**src/rtl/slide_fetch_scheduler_if.sv**
```systemverilog
// Shared image-ROM port: host read handshake plus the ROM address/data pair.
// master = environment (host + ROM), slave = slide_fetch_scheduler.
interface slide_fetch_scheduler_if #(
  parameter int ADDR_W = 18
);
  logic              host_req;
  logic [ADDR_W-1:0] host_addr;
  logic              host_ack;
  logic [7:0]        host_rdata;
  logic [ADDR_W-1:0] rom_addr;
  logic [7:0]        rom_data;

  modport master (
    output host_req, host_addr, rom_data,
    input  host_ack, host_rdata, rom_addr
  );

  modport slave (
    input  host_req, host_addr, rom_data,
    output host_ack, host_rdata, rom_addr
  );
endinterface

```
**src/rtl/slide_fetch_scheduler.sv**
```systemverilog
// Image-ROM read sequencer for 800x600 scanout of one of NUM_SLIDES slides placed
// at a frame-latched (x,y); a host reader gets the ROM port whenever scanout does not.
module slide_fetch_scheduler #(
  parameter int  IMG_W      = 168,
  parameter int  IMG_H      = 192,
  parameter int  NUM_SLIDES = 4,
  parameter int  ADDR_W     = 18,
  localparam int IDX_W      = (NUM_SLIDES > 1) ? $clog2(NUM_SLIDES) : 1
) (
  input  logic                   clk,
  input  logic                   reset,
  input  logic [10:0]            hcount_i,
  input  logic [9:0]             vcount_i,
  input  logic                   frame_start_i,
  input  logic [10:0]            pos_x_i,
  input  logic [9:0]             pos_y_i,
  input  logic                   next_req_i,
  input  logic                   prev_req_i,
  slide_fetch_scheduler_if.slave bus,
  output logic                   pix_valid_o,
  output logic [IDX_W-1:0]       slide_idx_o
);

  localparam logic [ADDR_W-1:0] SLIDE_SZ  = ADDR_W'(IMG_W * IMG_H);
  localparam logic [ADDR_W-1:0] LAST_BASE = ADDR_W'((NUM_SLIDES - 1) * IMG_W * IMG_H);
  localparam logic [ADDR_W-1:0] ROW_STEP  = ADDR_W'(IMG_W);
  localparam logic [IDX_W-1:0]  IDX_LAST  = IDX_W'(NUM_SLIDES - 1);
  localparam logic [11:0]       WIN_W     = 12'(IMG_W);
  localparam logic [10:0]       WIN_H     = 11'(IMG_H);
  localparam logic [10:0]       H_ACTIVE  = 11'd800;
  localparam logic [10:0]       H_LAST    = 11'd1055;
  localparam logic [9:0]        V_ACTIVE  = 10'd600;

  typedef enum logic [0:0] {WAIT_FRAME, RUN} frame_state_e;
  typedef enum logic [1:0] {H_IDLE, H_ISSUE, H_ACK} host_state_e;

  frame_state_e      frame_q, frame_d;
  host_state_e       host_q, host_d;

  logic [10:0]       sx_q, sx_s;
  logic [9:0]        sy_q, sy_s;
  logic [IDX_W-1:0]  slide_idx_q, slide_idx_d, idx_step_s;
  logic [ADDR_W-1:0] slide_base_q, slide_base_d, base_step_s;
  logic [ADDR_W-1:0] row_base_q, row_base_s, row_base_d;
  logic              next_pend_q, next_pend_d, next_pend_s;
  logic              prev_pend_q, prev_pend_d, prev_pend_s;

  logic [11:0]       dx_s;
  logic [10:0]       dy_s;
  logic              col_in_s, row_in_s, run_s, in_win_s, grant_s;

  logic [ADDR_W-1:0] rom_addr_q, rom_addr_d;
  logic              pix_valid_q, pix_valid_d;
  logic              host_ack_q, host_ack_d;
  logic [7:0]        host_rdata_q, host_rdata_d;

  // Frame-boundary view of configuration: on frame_start the new values apply to this very pixel.
  always_comb begin
    next_pend_s = next_pend_q | next_req_i;
    prev_pend_s = prev_pend_q | prev_req_i;
    idx_step_s  = slide_idx_q;
    base_step_s = slide_base_q;
    if (next_pend_s && !prev_pend_s) begin
      if (slide_idx_q == IDX_LAST) begin
        idx_step_s  = '0;
        base_step_s = '0;
      end else begin
        idx_step_s  = slide_idx_q + IDX_W'(1);
        base_step_s = slide_base_q + SLIDE_SZ;
      end
    end else if (prev_pend_s && !next_pend_s) begin
      if (slide_idx_q == '0) begin
        idx_step_s  = IDX_LAST;
        base_step_s = LAST_BASE;
      end else begin
        idx_step_s  = slide_idx_q - IDX_W'(1);
        base_step_s = slide_base_q - SLIDE_SZ;
      end
    end else begin
      idx_step_s  = slide_idx_q;
      base_step_s = slide_base_q;
    end

    if (frame_start_i) begin
      sx_s         = pos_x_i;
      sy_s         = pos_y_i;
      slide_idx_d  = idx_step_s;
      slide_base_d = base_step_s;
      row_base_s   = base_step_s;
      next_pend_d  = 1'b0;
      prev_pend_d  = 1'b0;
    end else begin
      sx_s         = sx_q;
      sy_s         = sy_q;
      slide_idx_d  = slide_idx_q;
      slide_base_d = slide_base_q;
      row_base_s   = row_base_q;
      next_pend_d  = next_pend_s;
      prev_pend_d  = prev_pend_s;
    end
  end

  // Window test and row-base stepping; the row base only moves on lines inside the slide rows.
  always_comb begin
    dx_s     = {1'b0, hcount_i} - {1'b0, sx_s};
    dy_s     = {1'b0, vcount_i} - {1'b0, sy_s};
    col_in_s = (hcount_i >= sx_s) && (dx_s < WIN_W) && (hcount_i < H_ACTIVE);
    row_in_s = (vcount_i >= sy_s) && (dy_s < WIN_H);
    run_s    = (frame_q == RUN) || frame_start_i;
    in_win_s = run_s && col_in_s && row_in_s && (vcount_i < V_ACTIVE);
    if ((hcount_i == H_LAST) && row_in_s) begin
      row_base_d = row_base_s + ROW_STEP;
    end else begin
      row_base_d = row_base_s;
    end
  end

  // Frame FSM: scanout stays muted until the first frame boundary after reset.
  always_comb begin
    frame_d = frame_q;
    case (frame_q)
      WAIT_FRAME: frame_d = frame_start_i ? RUN : WAIT_FRAME;
      RUN:        frame_d = RUN;
      default:    frame_d = WAIT_FRAME;
    endcase
  end

  // Host arbiter: grant only when the slot being registered now is not a slide pixel.
  always_comb begin
    host_d  = host_q;
    grant_s = 1'b0;
    case (host_q)
      H_IDLE: begin
        if (bus.host_req && !in_win_s) begin
          host_d  = H_ISSUE;
          grant_s = 1'b1;
        end else begin
          host_d  = H_IDLE;
        end
      end
      H_ISSUE: host_d = H_ACK;
      H_ACK:   host_d = H_IDLE;
      default: host_d = H_IDLE;
    endcase
  end

  // Next values of the registered ROM-side outputs.
  always_comb begin
    if (in_win_s) begin
      rom_addr_d = row_base_s + ADDR_W'(dx_s);
    end else if (grant_s) begin
      rom_addr_d = bus.host_addr;
    end else begin
      rom_addr_d = '0;
    end
    pix_valid_d = in_win_s;
    host_ack_d  = (host_q == H_ISSUE);
    if (host_q == H_ISSUE) begin
      host_rdata_d = bus.rom_data;
    end else begin
      host_rdata_d = host_rdata_q;
    end
  end

  // State registers of both FSMs.
  always_ff @(posedge clk) begin
    if (reset) begin
      frame_q <= WAIT_FRAME;
      host_q  <= H_IDLE;
    end else begin
      frame_q <= frame_d;
      host_q  <= host_d;
    end
  end

  // Shadow configuration, slide selection, row base and output registers.
  always_ff @(posedge clk) begin
    if (reset) begin
      sx_q         <= '0;
      sy_q         <= '0;
      slide_idx_q  <= '0;
      slide_base_q <= '0;
      row_base_q   <= '0;
      next_pend_q  <= 1'b0;
      prev_pend_q  <= 1'b0;
      rom_addr_q   <= '0;
      pix_valid_q  <= 1'b0;
      host_ack_q   <= 1'b0;
      host_rdata_q <= 8'h00;
    end else begin
      sx_q         <= sx_s;
      sy_q         <= sy_s;
      slide_idx_q  <= slide_idx_d;
      slide_base_q <= slide_base_d;
      row_base_q   <= row_base_d;
      next_pend_q  <= next_pend_d;
      prev_pend_q  <= prev_pend_d;
      rom_addr_q   <= rom_addr_d;
      pix_valid_q  <= pix_valid_d;
      host_ack_q   <= host_ack_d;
      host_rdata_q <= host_rdata_d;
    end
  end

  assign bus.rom_addr   = rom_addr_q;
  assign bus.host_ack   = host_ack_q;
  assign bus.host_rdata = host_rdata_q;
  assign pix_valid_o    = pix_valid_q;
  assign slide_idx_o    = slide_idx_q;

endmodule
```
**src/flat_wrapper.sv**
```systemverilog
// flat-port wrapper written by rule: the top's interface ports become plain ports
module slide_fetch_scheduler_flat 
#(
  parameter int  IMG_W      = 168,
  parameter int  IMG_H      = 192,
  parameter int  NUM_SLIDES = 4,
  parameter int  ADDR_W     = 18,
  localparam int IDX_W      = (NUM_SLIDES > 1) ? $clog2(NUM_SLIDES) : 1
)
  (clk, reset, hcount_i, vcount_i, frame_start_i, pos_x_i, pos_y_i, next_req_i, prev_req_i, pix_valid_o, slide_idx_o, bus_host_req, bus_host_addr, bus_rom_data, bus_host_ack, bus_host_rdata, bus_rom_addr);
  slide_fetch_scheduler_if #(.ADDR_W(ADDR_W)) bus_i ();
  input  logic clk;
  input  logic reset;
  input  logic [10:0] hcount_i;
  input  logic [9:0] vcount_i;
  input  logic frame_start_i;
  input  logic [10:0] pos_x_i;
  input  logic [9:0] pos_y_i;
  input  logic next_req_i;
  input  logic prev_req_i;
  output logic pix_valid_o;
  output logic [IDX_W-1:0] slide_idx_o;
  input wire logic [$bits(bus_i.host_req)-1:0] bus_host_req;
  input wire logic [$bits(bus_i.host_addr)-1:0] bus_host_addr;
  input wire logic [$bits(bus_i.rom_data)-1:0] bus_rom_data;
  output wire logic [$bits(bus_i.host_ack)-1:0] bus_host_ack;
  output wire logic [$bits(bus_i.host_rdata)-1:0] bus_host_rdata;
  output wire logic [$bits(bus_i.rom_addr)-1:0] bus_rom_addr;
  assign bus_i.host_req = bus_host_req;
  assign bus_i.host_addr = bus_host_addr;
  assign bus_i.rom_data = bus_rom_data;
  assign bus_host_ack = bus_i.host_ack;
  assign bus_host_rdata = bus_i.host_rdata;
  assign bus_rom_addr = bus_i.rom_addr;
  slide_fetch_scheduler #(.IMG_W(IMG_W), .IMG_H(IMG_H), .NUM_SLIDES(NUM_SLIDES), .ADDR_W(ADDR_W)) u_core (.clk(clk), .reset(reset), .hcount_i(hcount_i), .vcount_i(vcount_i), .frame_start_i(frame_start_i), .pos_x_i(pos_x_i), .pos_y_i(pos_y_i), .next_req_i(next_req_i), .prev_req_i(prev_req_i), .bus(bus_i), .pix_valid_o(pix_valid_o), .slide_idx_o(slide_idx_o));
endmodule
```
**config.mk**
```make
export PLATFORM = sky130hd
export DESIGN_NAME = slide_fetch_scheduler_flat
export DESIGN_NICKNAME = d
export VERILOG_FILES = /design/src/rtl/slide_fetch_scheduler_if.sv /design/src/rtl/slide_fetch_scheduler.sv /design/src/flat_wrapper.sv
export SDC_FILE = /design/constraint.sdc
export NUM_CORES = 1
export LEC_CHECK = 0
export ABC_AREA = 1
export BUFFER_PORTS_ARGS = -buffer_cell sky130_fd_sc_hd__buf_2
export CORE_ASPECT_RATIO = 0.75
export CORE_UTILIZATION = 45
export DETAILED_ROUTE_END_ITERATION = 7
export PLACE_DENSITY = 0.8
export SYNTH_ARGS = -nofsm -noshare
export SYNTH_HDL_FRONTEND = slang
export SYNTH_SLANG_ARGS = --single-unit
```
**constraint.sdc**
```tcl
create_clock -name clk -period 3.8 [get_ports clk]
set_input_delay 0 -clock clk [delete_from_list [all_inputs] [get_ports clk]]
set_output_delay 0 -clock clk [all_outputs]
set_load 0.05 [all_outputs]
```
==> qor.csv <==
stage;metric;value;unit
outcome;outcome;completed;
sta;Setup Skew;0.008469;ns
detailed_routing;routed wire length;15940;um
detailed_routing;Wirelength per Cell;13.90;um
global_routing;first-pass GRT wire length;26080;um
critical_path;crit-path max FO;6;
critical_path;Crit-path slowest cell;dlygate4sd3_1;
critical_path;Setup crit start kind;primary input;
placed_design;port bufs;103;
detailed_routing;vias per inst;5.215;
global_routing;initial antenna violation count;0;
pwr;NetSw;957.6;uW
pwr;Clock Power Share;0.339;
detailed_routing;ANT nets after route;0;
synth;Mapped Area;5833;um^2
synth;Syn Area/Cell;7.019;um^2
synth;Netlist cell types;52;
sta;final worst-path cycle share;0.9236;
synth;Mapped Cells;831;
synth;Adder-Cell Fraction of Synth Area;0.09052;
floorplanning;Initial Util;0.4690;
sta;Tightest Pin Transition;1.179;ns
floorplanning;# rows;35;
pwr;Leak;3.558;nW
floorplanning;die height;100.6;um
global_routing;Total GRT Usage;0.2436;
critical_path;WS Path Type;primary input to flip-flop;
cts;CTS tree;yes;
cts;H-tree levels;3;
detailed_routing;DRT Pass-1 Iters;7;
global_routing;vias in the first global route;5442;
global_routing;GRT overflow;0;
pwr;Final Power;2.789;mW
cts;CTS Root Cell;clkbuf_16;
floorplanning;total die area;13430;um^2
worst_hold_path;Min-Delay Endpoint;u_core.sx_q[1];
floorplanning;I/O Pins;104;
cells_and_area;post-route core utilization;0.5857;
pwr;Comb pwr share;0.292;
sta;f_max;0.2849;GHz
worst_hold_path;Worst Hold Path Cells;3;
sta;Fin Hold WS;0.009700;ns
placed_design;GP Congestion;0.9762;
critical_path;r2r setup slk;0.30;ns
critical_path;critical-path cell list;dlygate4sd3_1, buf_2, nand2_1, nand2_1, ha_1, inv_1, fa_1, nand3_1, nand2_1, nand2_1, nand2_1, xor2_1, inv_1, ha_1, a21oi_1, nor2_1, a211oi_1, o21ai_1, nand4_1, nand3_1, nand3_1, nand2_1, nand3_1, nand2_1;
synth;Seq/Total Area, Yosys;0.3123;
critical_path;CP most frequent cell;nand2_1;
detailed_routing;Remaining DRCs;0;
critical_path;arrival time at the worst endpoint;3.76;ns
critical_path;reg-to-reg critical path endpoint;u_core.bus.rom_addr[15];
critical_path;Worst Reg-to-Reg Cells;22;
sta;unrepaired setup endpoints after global routing;no;
critical_path;Crit path largest cell delay;0.53;ns
sta;Sum Neg Setup Slack;0;ns
cells_and_area;nets;1091;
sta;Slew Limit Fails;0;
worst_hold_path;worst hold start;pos_x_i[1];
synth;mux cell area share after synthesis;0.03260;
placed_design;Detailed Place HPWL;11180;um
synth;Synth Warn #;0;
synth;Seq cells post-synth;91;
cells_and_area;commonest non-fill, non-tap cells in the layout;nand2_1, buf_2, nor2_1, dfxtp_1, inv_1;
floorplanning;chip width;133.5;um
critical_path;CP required;4.05;ns
sta;final worst slack;0.2905;ns
pwr;peak supply drop;211.5;uV
synth;simple-gate share of the synthesized area;0.3254;
synth;largest family of logic cells by synthesized area;simple AND/OR/NAND/NOR gates;
cts;TritonCTS Buffers;9;
sta;Hold Vio Cnt, Final;0;
pwr;power per cell area;382.9;nW/um^2
job;max-cap violation count;0;
global_routing;largest net degree at the start of global routing;47;
cts;Setup Buffers After CTS;0;
cells_and_area;layout cells sized above 1;0.1753;
cts;Clock Tree Buf Depth;2;
cts;Reg clk slew, reported paths;0.07;ns
detailed_routing;routed via count;5982;
cts;Clock Latency Late Sink;0.35;ns
pwr;Sequential Power Share;0.369;
cts;clock tree sinks;91;
critical_path;worst path buffer plus inverter count;4;
cells_and_area;most common cell after layout, fill and taps aside;nand2_1;
synth;post-synthesis compound-gate area fraction;0.1255;
worst_hold_path;Hold WC Path Type;primary input to flip-flop;
sta;Slew Limit Headroom;0.2094;
critical_path;top cell family by delay on the critical path;simple AND/OR/NAND/NOR gates;
detailed_routing;initial DRC count;520;
placed_design;Post-Place Setup Slack;0.2875;ns
critical_path;reg2reg start;u_core.sx_q[0];
floorplanning;Core Region;12440;um^2
pwr;Net Sw Frac;0.3433;
sta;minimum clock period after layout;3.509;ns
cells_and_area;P&R area growth vs syn;24.88;%
pwr;internal power;1.832;mW
cells_and_area;# diodes;0;
synth;net count after synthesis;946;
critical_path;CP Capture Type;flip-flop;
sta;endpoints failing setup;0;
synth;post-synthesis xor/xnor area fraction;0.03303;
cells in the mapped netlist, drive strengths merged:
| master | instances | area (um^2) |
|---|---|---|
| a211oi | 1 | 7.510 |
| a21o | 2 | 15.01 |
| a21oi | 52 | 279.0 |
| a31oi | 4 | 25.02 |
| buf | 17 | 115.1 |
| clkbuf | 8 | 31.28 |
| clkinv | 1 | 3.750 |
| dfxtp | 91 | 1822 |
| fa | 2 | 40.04 |
| ha | 39 | 488.0 |
| inv | 84 | 320.3 |
| mux2i | 19 | 190.2 |
| nand2 | 208 | 805.8 |
| nand2b | 1 | 6.260 |
| nand3 | 80 | 430.4 |
| nand3b | 3 | 35.03 |
| nand4 | 15 | 106.4 |
| nor2 | 100 | 416.7 |
| nor3 | 7 | 40.04 |
| nor3b | 1 | 7.510 |
| nor4 | 5 | 37.53 |
| o211ai | 3 | 32.53 |
| o21a | 2 | 15.01 |
| o21ai | 49 | 271.5 |
| o21bai | 4 | 30.03 |
| o22ai | 9 | 56.30 |
| or2 | 1 | 6.260 |
| or3 | 1 | 6.260 |
| xnor2 | 6 | 52.55 |
| xor2 | 16 | 140.1 |
worst max-delay path by stage:
| stage | end | slack, ns | start | cells past startpoint |
|---|---|---|---|---|
| 2_1_floorplan | u_core.bus.rom_addr[17] | 0.19 | frame_start_i | 27 |
| 3_3_place_gp | u_core.bus.rom_addr[17] | 0.41 | frame_start_i | 21 |
| 3_5_place_dp | u_core.bus.rom_addr[15] | 0.29 | frame_start_i | 21 |
| 4_1_cts | u_core.bus.rom_addr[15] | 0.33 | next_req_i | 21 |
| 5_1_grt | u_core.bus.rom_addr[15] | 0.04 | pos_x_i[0] | 24 |
| 6_report | u_core.bus.rom_addr[15] | 0.29 | pos_x_i[0] | 24 |
layer usage:
layer / share of wire / GRT usage / vias up / wire length, um
li1: - / - / 3033 / -
met1: 0.47 / 0.3299 / 2715 / 7447
met2: 0.46 / 0.3986 / 205 / 7277
met3: 0.057 / 0.03620 / 29 / 902
met4: 0.020 / 0.07955 / 0 / 312
met5: 0 / 0 / - / 0
sequential cells by signal, indices dropped and copies added (netlist names):
name / cells
u_core.frame_q: 1
u_core.prev_pend_q: 1
u_core.bus.host_rdata: 8
u_core.pix_valid_o: 1
u_core.slide_idx_o: 2
u_core.row_base_q: 18
u_core.bus.rom_addr: 18
u_core.slide_base_q: 18
u_core.host_q: 1
u_core.bus.host_ack: 1
u_core.next_pend_q: 1
u_core.sx_q: 11
u_core.sy_q: 10
through the flow:
step	std cells	cell area (um^2)
4_1_cts	1147	7273
6_report	1147	7284
5_1_grt	1147	7284
3_5_place_dp	1080	6452
2_1_floorplan	831	5833
3_3_place_gp	1080	6452
power by group through the flow:
stage	sequential, mW	clock [mW]	combinational (mW)
after global routing	1.04	0.992	0.900
after global placement	1.05	0	0.742
after floorplan	1.10	0	0.518
after detailed placement	1.05	0	0.750
final	1.03	0.945	0.814
after CTS	1.03	0.951	0.797
cell type report:
| cell class | instances | area (um^2) |
|---|---|---|
| Tap cell | 166 | 207.7 |
| Timing Repair Buffer | 159 | 1064 |
| Inverter | 85 | 326.6 |
| Clock buffer | 10 | 239.0 |
| Fill cell | 1128 | 5152 |
| Sequential cell | 91 | 1822 |
| Clock inverter | 6 | 71.32 |
| Multi-Input combinational cell | 630 | 3555 |
tightest hold or removal path: stages:
cell and delay [ns]:
buf_2 0.07, mux2i_1 0.13, nor2_1 0.11
kinds of logic (layout without fill, tap and decap cells):
logic type	after synthesis	after routing
XOR/XNOR	22	22
flip-flops	91	91
AO/OA/AOI/OAI	126	126
multiplexers	19	19
AND/OR/NAND/NOR	422	422
buffers and inverters	110	260
adder cells (fa/ha/maj)	41	41
timing repair:
item                                   CTS  global route
setup endpoints to repair                0             4
endpoints found under the hold margin   50             0
hold buffers                            51             0
resized for setup                        0             5
(Power assumes the default switching activity.)
